<file path="src/rtl/piso_tx.sv">
// -----------------------------------------------------------------------------
// piso_tx : parallel-in serial-out transmitter
//
// Takes a WIDTH-bit word over a valid/ready handshake and sends it MSB first,
// one bit per clk. A sipo sampling serial_out on the same clock holds the
// original word after WIDTH edges.
//
// Configuration macro: PISO_PARITY_EN
//   undefined (default) : frame = WIDTH data bits
//   defined             : frame = WIDTH data bits + 1 even-parity bit (^word)
//
// Ports
//   clk           in   1      rising-edge clock
//   reset         in   1      synchronous, active-low reset
//   load_valid    in   1      producer has a word on parallel_in
//   load_ready    out  1      a word is accepted this cycle if load_valid
//   parallel_in   in   WIDTH  word to transmit
//   serial_out    out  1      serial data, MSB first
//   serial_valid  out  1      serial_out carries a frame bit this cycle
//   frame_start   out  1      high with the first (MSB) bit of a frame
//   frame_last    out  1      high with the final bit of a frame
//   debug_state   out  2      current FSM state (0=IDLE, 1=SHIFT, 2=PARITY)
//
// Handshake: a word transfers on a rising edge where load_valid and
// load_ready are both high. load_ready depends only on internal state and
// reset, never on load_valid. The producer holds parallel_in stable while
// load_valid is high and load_ready is low; the word is captured on the
// accepting edge, so later changes to parallel_in do not affect the frame.
// -----------------------------------------------------------------------------
module piso_tx #(
    parameter int WIDTH = 4
) (
    input  logic             clk,
    input  logic             reset,
    input  logic             load_valid,
    output logic             load_ready,
    input  logic [WIDTH-1:0] parallel_in,
    output logic             serial_out,
    output logic             serial_valid,
    output logic             frame_start,
    output logic             frame_last,
    output logic [1:0]       debug_state
);

    localparam int CNT_W = $clog2(WIDTH);
    localparam logic [CNT_W-1:0] LAST_CNT = CNT_W'(WIDTH - 1);

    typedef enum logic [1:0] {
        IDLE   = 2'd0,
        SHIFT  = 2'd1,
        PARITY = 2'd2
    } state_t;

    state_t           state;
    state_t           state_next;
    logic [WIDTH-1:0] shift_reg;
    logic [CNT_W-1:0] bit_cnt;
    logic             accept;
    logic             last_data;
    logic             frame_end;

`ifdef PISO_PARITY_EN
    logic parity_bit;
`endif

    // Next-state and handshake logic
    always_comb begin
        state_next = state;
        last_data  = (state == SHIFT) && (bit_cnt == LAST_CNT);
`ifdef PISO_PARITY_EN
        frame_end  = (state == PARITY);
`else
        frame_end  = last_data;
`endif
        // Ready in IDLE, and in the final frame cycle so frames chain without a gap.
        load_ready = reset && ((state == IDLE) || frame_end);
        accept     = load_valid && load_ready;

        case (state)
            IDLE: begin
                if (accept) state_next = SHIFT;
            end
            SHIFT: begin
                if (last_data) begin
`ifdef PISO_PARITY_EN
                    state_next = PARITY;
`else
                    state_next = accept ? SHIFT : IDLE;
`endif
                end
            end
            PARITY: begin
                state_next = accept ? SHIFT : IDLE;
            end
            default: state_next = IDLE;
        endcase
    end

    // State register and datapath
    always_ff @(posedge clk) begin
        if (!reset) begin
            state     <= IDLE;
            shift_reg <= '0;
            bit_cnt   <= '0;
`ifdef PISO_PARITY_EN
            parity_bit <= 1'b0;
`endif
        end else begin
            state <= state_next;
            if (accept) begin
                shift_reg <= parallel_in;
                bit_cnt   <= '0;
`ifdef PISO_PARITY_EN
                parity_bit <= ^parallel_in;
`endif
            end else if ((state == SHIFT) && !last_data) begin
                shift_reg <= {shift_reg[WIDTH-2:0], 1'b0};
                bit_cnt   <= bit_cnt + CNT_W'(1);
            end else if (state_next == IDLE) begin
                // Frame done with nothing queued: park the datapath at zero.
                shift_reg <= '0;
                bit_cnt   <= '0;
            end
        end
    end

    // Outputs are decoded from registers only; no input-to-output path
    // except load_ready's dependence on reset.
    always_comb begin
        serial_out   = 1'b0;
        serial_valid = 1'b0;
        frame_start  = 1'b0;
        frame_last   = 1'b0;
        case (state)
            SHIFT: begin
                serial_out   = shift_reg[WIDTH-1];
                serial_valid = 1'b1;
                frame_start  = (bit_cnt == '0);
`ifndef PISO_PARITY_EN
                frame_last   = last_data;
`endif
            end
`ifdef PISO_PARITY_EN
            PARITY: begin
                serial_out   = parity_bit;
                serial_valid = 1'b1;
                frame_last   = 1'b1;
            end
`endif
            default: ;
        endcase
    end

    assign debug_state = state;

endmodule

</file>
<file path="config.mk">
export PLATFORM = sky130hd
export DESIGN_NAME = piso_tx
export DESIGN_NICKNAME = d
export VERILOG_FILES = /design/src/rtl/piso_tx.sv
export SDC_FILE = /design/constraint.sdc
export NUM_CORES = 1
export LEC_CHECK = 0
export ABC_AREA = 1
export BUFFER_PORTS_ARGS = -buffer_cell sky130_fd_sc_hd__buf_2
export CAP_MARGIN = 20
export CORE_AREA = 2 2 39 41
export DETAILED_ROUTE_END_ITERATION = 10
export DIE_AREA = 0 0 41 43
export GPL_TIMING_DRIVEN = 0
export PLACE_DENSITY = 0.49
export SYNTH_ARGS = -nofsm -noshare
export SYNTH_HDL_FRONTEND = slang
export SYNTH_SLANG_ARGS = --single-unit
</file>
<file path="constraint.sdc">
create_clock -name clk -period 1.1 [get_ports clk]
set_clock_uncertainty 0.1 [all_clocks]
set_input_delay 0.11 -clock clk [delete_from_list [all_inputs] [get_ports clk]]
set_output_delay 0.11 -clock clk [all_outputs]
set_load 0.02 [all_outputs]
</file>
**Word level (Yosys, flattened, before mapping)**

Index checks and enable logic that the tools add are counted.

- Register bits after elaboration: 8
- Input port bits: 7
- Output and inout port bits: 7
- Logic and storage cells: 33

- $add $sub $neg: 1
- Equality and inequality tests: 3
- Muxes and demuxes: 13
- Bitwise logic cells: 1
- Reductions and logical operators: 12

Operators by type and width:

| operator | count |
|---|---|
| 2-to-1 mux 4 bit | 3 |
| 2-to-1 mux 2 bit | 4 |
| zero test 2 bit | 3 |
| case mux 2 bit (3 select lines) | 1 |
| 2-to-1 mux 1 bit | 5 |
| == test 2 bit (second input constant) | 2 |
| logical AND 1 bit | 4 |
| nonzero test 3 bit | 1 |
| adder 2 x 1 -> 2 bit (second input constant) | 1 |
| == test 2 x 1 -> 1 bit (second input constant) | 1 |
| nonzero test 2 bit | 1 |
| OR reduction 2 bit | 1 |
| zero test 1 bit | 1 |
| logical OR 1 bit | 1 |
| NOT 1 bit | 1 |

**Logic depth before layout (Yosys ltp)**

- Word-level depth: 12
- Gate-level depth with buffers: 6
- Mapped depth without buffers: 6

**Least setup slack after synthesis**

OpenSTA, ideal clock, no wires.

- Path type: reg-to-output
- Start point: register bit_cnt[1]
- End point: output port load_ready
- Data arrival time: 930 ps
- Required time: 890 ps
- Path slack: -40 ps
- Stages on the path, launching flop included: 5
- Buffers on the path: 0
- Cells stage by stage: dfxtp_1 > ha_1 > inv_2 > nand2_2 > and2_1

- Cells in the longest elaborated chain, start to end: 4

RTL lines:

| element | line | RTL |
|---|---|---|
| start: declaration | 57 | `logic [CNT_W-1:0] bit_cnt;` |
| start signal: assignment | 118 | `bit_cnt <= bit_cnt + CNT_W'(1);` |
| == test 2 bit | 69 | `last_data = (state == SHIFT) && (bit_cnt == LAST_CNT);` |
| logical AND 1 bit | 69 |  |
| logical OR 1 bit | 76 | `load_ready = reset && ((state == IDLE) \|\| frame_end);` |
| logical AND 1 bit | 76 |  |
| end: declaration | 36 | `output logic load_ready,` |

No other way between the ends.

**Worst setup path after layout**

Same ends and word-level chain as after synthesis.

==> impl_metrics.toml <==
[cells_and_area]
antennaDiodeCount = 0
ff_latch_area_um2 = 167.7
syn_to_final_growth_pct = 57.48
fill_cells = 144
multi_input_area_um2 = 214.0
final_cell_mix = "buf_2, inv_1, nand4_1"
drive_gt1_share_pct = 59.70
largest_reg_flops = 4
final_common_cell = "buf_2"
nets = 78

[timing]
min_period_over_period_pct = 119.1
setup_tns_ps = -963.7
fmaxAchievable_ghz = 0.7635
setup_viol = 12
setup_ws_ps = -209.8
drv_slew = 0
post-route-min-period_ps = 1310
hold_violations = 0
rsz0062_at_grt = "yes"

[flow_run]
drv_cap = 0

[worst_setup_path]
critPathMaxFanout = 3
cp_data_arrival_time_ps = 1100
crit_required_ps = 890
cp-start-kind = "register"
cp-end-kind = "output port"
critPathKind = "register to output port"

[power]
leakagePower_nw = 0.2683
clkPwrFrac_pct = 36.6
switchingPower_mw = 0.1437
pwr-share-comb_pct = 12.9
p_int_mw = 0.4563
ir_worst_vdd_uv = 457.3
powerDensity_nw_per_um2 = 1012
power.total_mw = 0.6000
p_seq_share_pct = 50.5
switching_share_pct = 23.95

[floorplanning]
die_width_um = 41
num_rows = 14
die_y_um = 43
initial_core_util_pct = 27.22
io_pins = 14
dieArea_um2 = 1763
core_area_um2 = 1384

[route]
ant_nets = 0
drc_errors = 0
drt-initial-drc-count = 2
drt-total-wl_um = 795
num_vias = 382
wl_per_cell_um = 9.578
via_per_inst = 4.602
first_pass_iters = 6

[global_routing]
met2_usage_pct = 17.19
grt_pass1_vias = 340
grt_pass1_wl_um = 1352
met1_usage_pct = 13.03
overflow = 0
antenna_found_initial = 0
use_met3_pct = 4.188
grt_max_degree = 7
grt_usage_pct = 11.90
grt_busiest_layer = "met2"

[yosys]
synth-seq-cells = 8
synth_area_um2 = 376.6
synth_top_area_cell = "dfxtp_1"
synth_area_leaders = "dfxtp_1, nand4_1, inv_1, a21oi_1, ha_1"
synth_top_area_share_pct = 42.52
synth_fp_nets = 56
ys_types = 14
syn_avg_cell_area_um2 = 8.013
seq_area_frac_synth_pct = 42.52
yosys_warnings = 0
syn-instance-count = 47

[clocking]
ctsLongestPathBuffers = 2
clk_pin_slew_ps = 50
clock-root-buffer = "clkbuf_4"
worst_skew_pair.late_latency_ps = 250
numClockSinks = 8
cts_max_level = 1
tritoncts = "built"
cts_buffers = 3

[outcome]
failed_checks = "setup timing"
status = "finished with violations"

[place]
gp_congestion = 0.7056
port_buffers = 13
hpwlAfterDp_um = 549

[hold_path]
hp-class = "input port to register"
## power groups by stage
stage               Clock [mW]  Combinational [mW]  Sequential [mW]
CTS                      0.236              0.0740            0.302
floorplan                    0              0.0327            0.312
detailed placement           0              0.0622            0.309
global placement             0              0.0625            0.309
finish                   0.220              0.0775            0.303
global route             0.251              0.0872            0.303
## per-stage QoR
stage	hold WS [ps]	instances	util, %	setup WS, ps	cell area, um2
after floorplan	122.2	47	-	-7.472	381.6
final	15.16	83	42.86	-209.8	593.1
after CTS	4.223	83	41.14	-223.4	569.3
after detailed placement	231.7	76	33.73	-136.2	466.7
after global routing	18.73	83	42.86	-254.3	593.1
after global placement	227.8	76	33.73	-127.9	466.7
## layout make-up
type,instances,share of cell area [%]
well taps,16,3.376
clock buffers,3,3.797
multi-input cells,28,36.08
inverters,11,7.384
repair buffers,17,21.10
flip-flops and latches,8,28.27
## cell families (layout without fill, tap and decap cells)
group / after synthesis / after routing / share of synthesized area (%)
AOI/OAI and AO/OA: 5 / 5 / 6.643
adders and majority gates: 2 / 2 / 6.643
buffers and inverters: 11 / 31 / 10.96
DFF: 8 / 8 / 42.52
other: 1 / 1 / 0.9957
and+or+nand+nor: 20 / 20 / 32.23
## synthesized netlist by cell type
library cell  number
conb_1             1
nand2_2            1
a21oi_1            5
and2_1             1
inv_1              8
nand3_2            1
nor2_4             2
dfxtp_1            8
nand2_1            5
nand2_4            1
inv_2              3
ha_1               2
nand4_1            5
nor2_1             4
## path summary, 6_finish.rpt
path | startpoint | endpoint | slack (ps) | cells after the start
worst max-delay path | bit_cnt[1]$_SDFFE_PP0P_ | load_ready | -210 | 5
worst max register to register | bit_cnt[1]$_SDFFE_PP0P_ | bit_cnt[0]$_SDFFE_PP0P_ | -90 | 7
worst min register to register | shift_reg[0]$_SDFFE_PN0P_ | shift_reg[1]$_SDFFE_PN0P_ | 330 | 2
worst min-delay path | reset | bit_cnt[1]$_SDFFE_PP0P_ | 20 | 3
## routing by layer
metal	share of wire (%)	routed length (um)
met5	0	0
met4	2.1	17
met3	5.2	41
met2	50	394
met1	43	342
## critical path, cell delays in order (launching register included)
cell	delay (ps)
dfxtp_2	340
ha_4	170
inv_4	50
nand2_4	40
and2_4	130
buf_6	120
## timing repair
item	in CTS	in global routing
setup endpoints to repair	12	12
setup buffers	3	0
pin swaps	8	1
endpoints found under the hold margin	1	0
resized for setup	18	7
hold buffers	1	0
(Power assumes the default switching activity.)
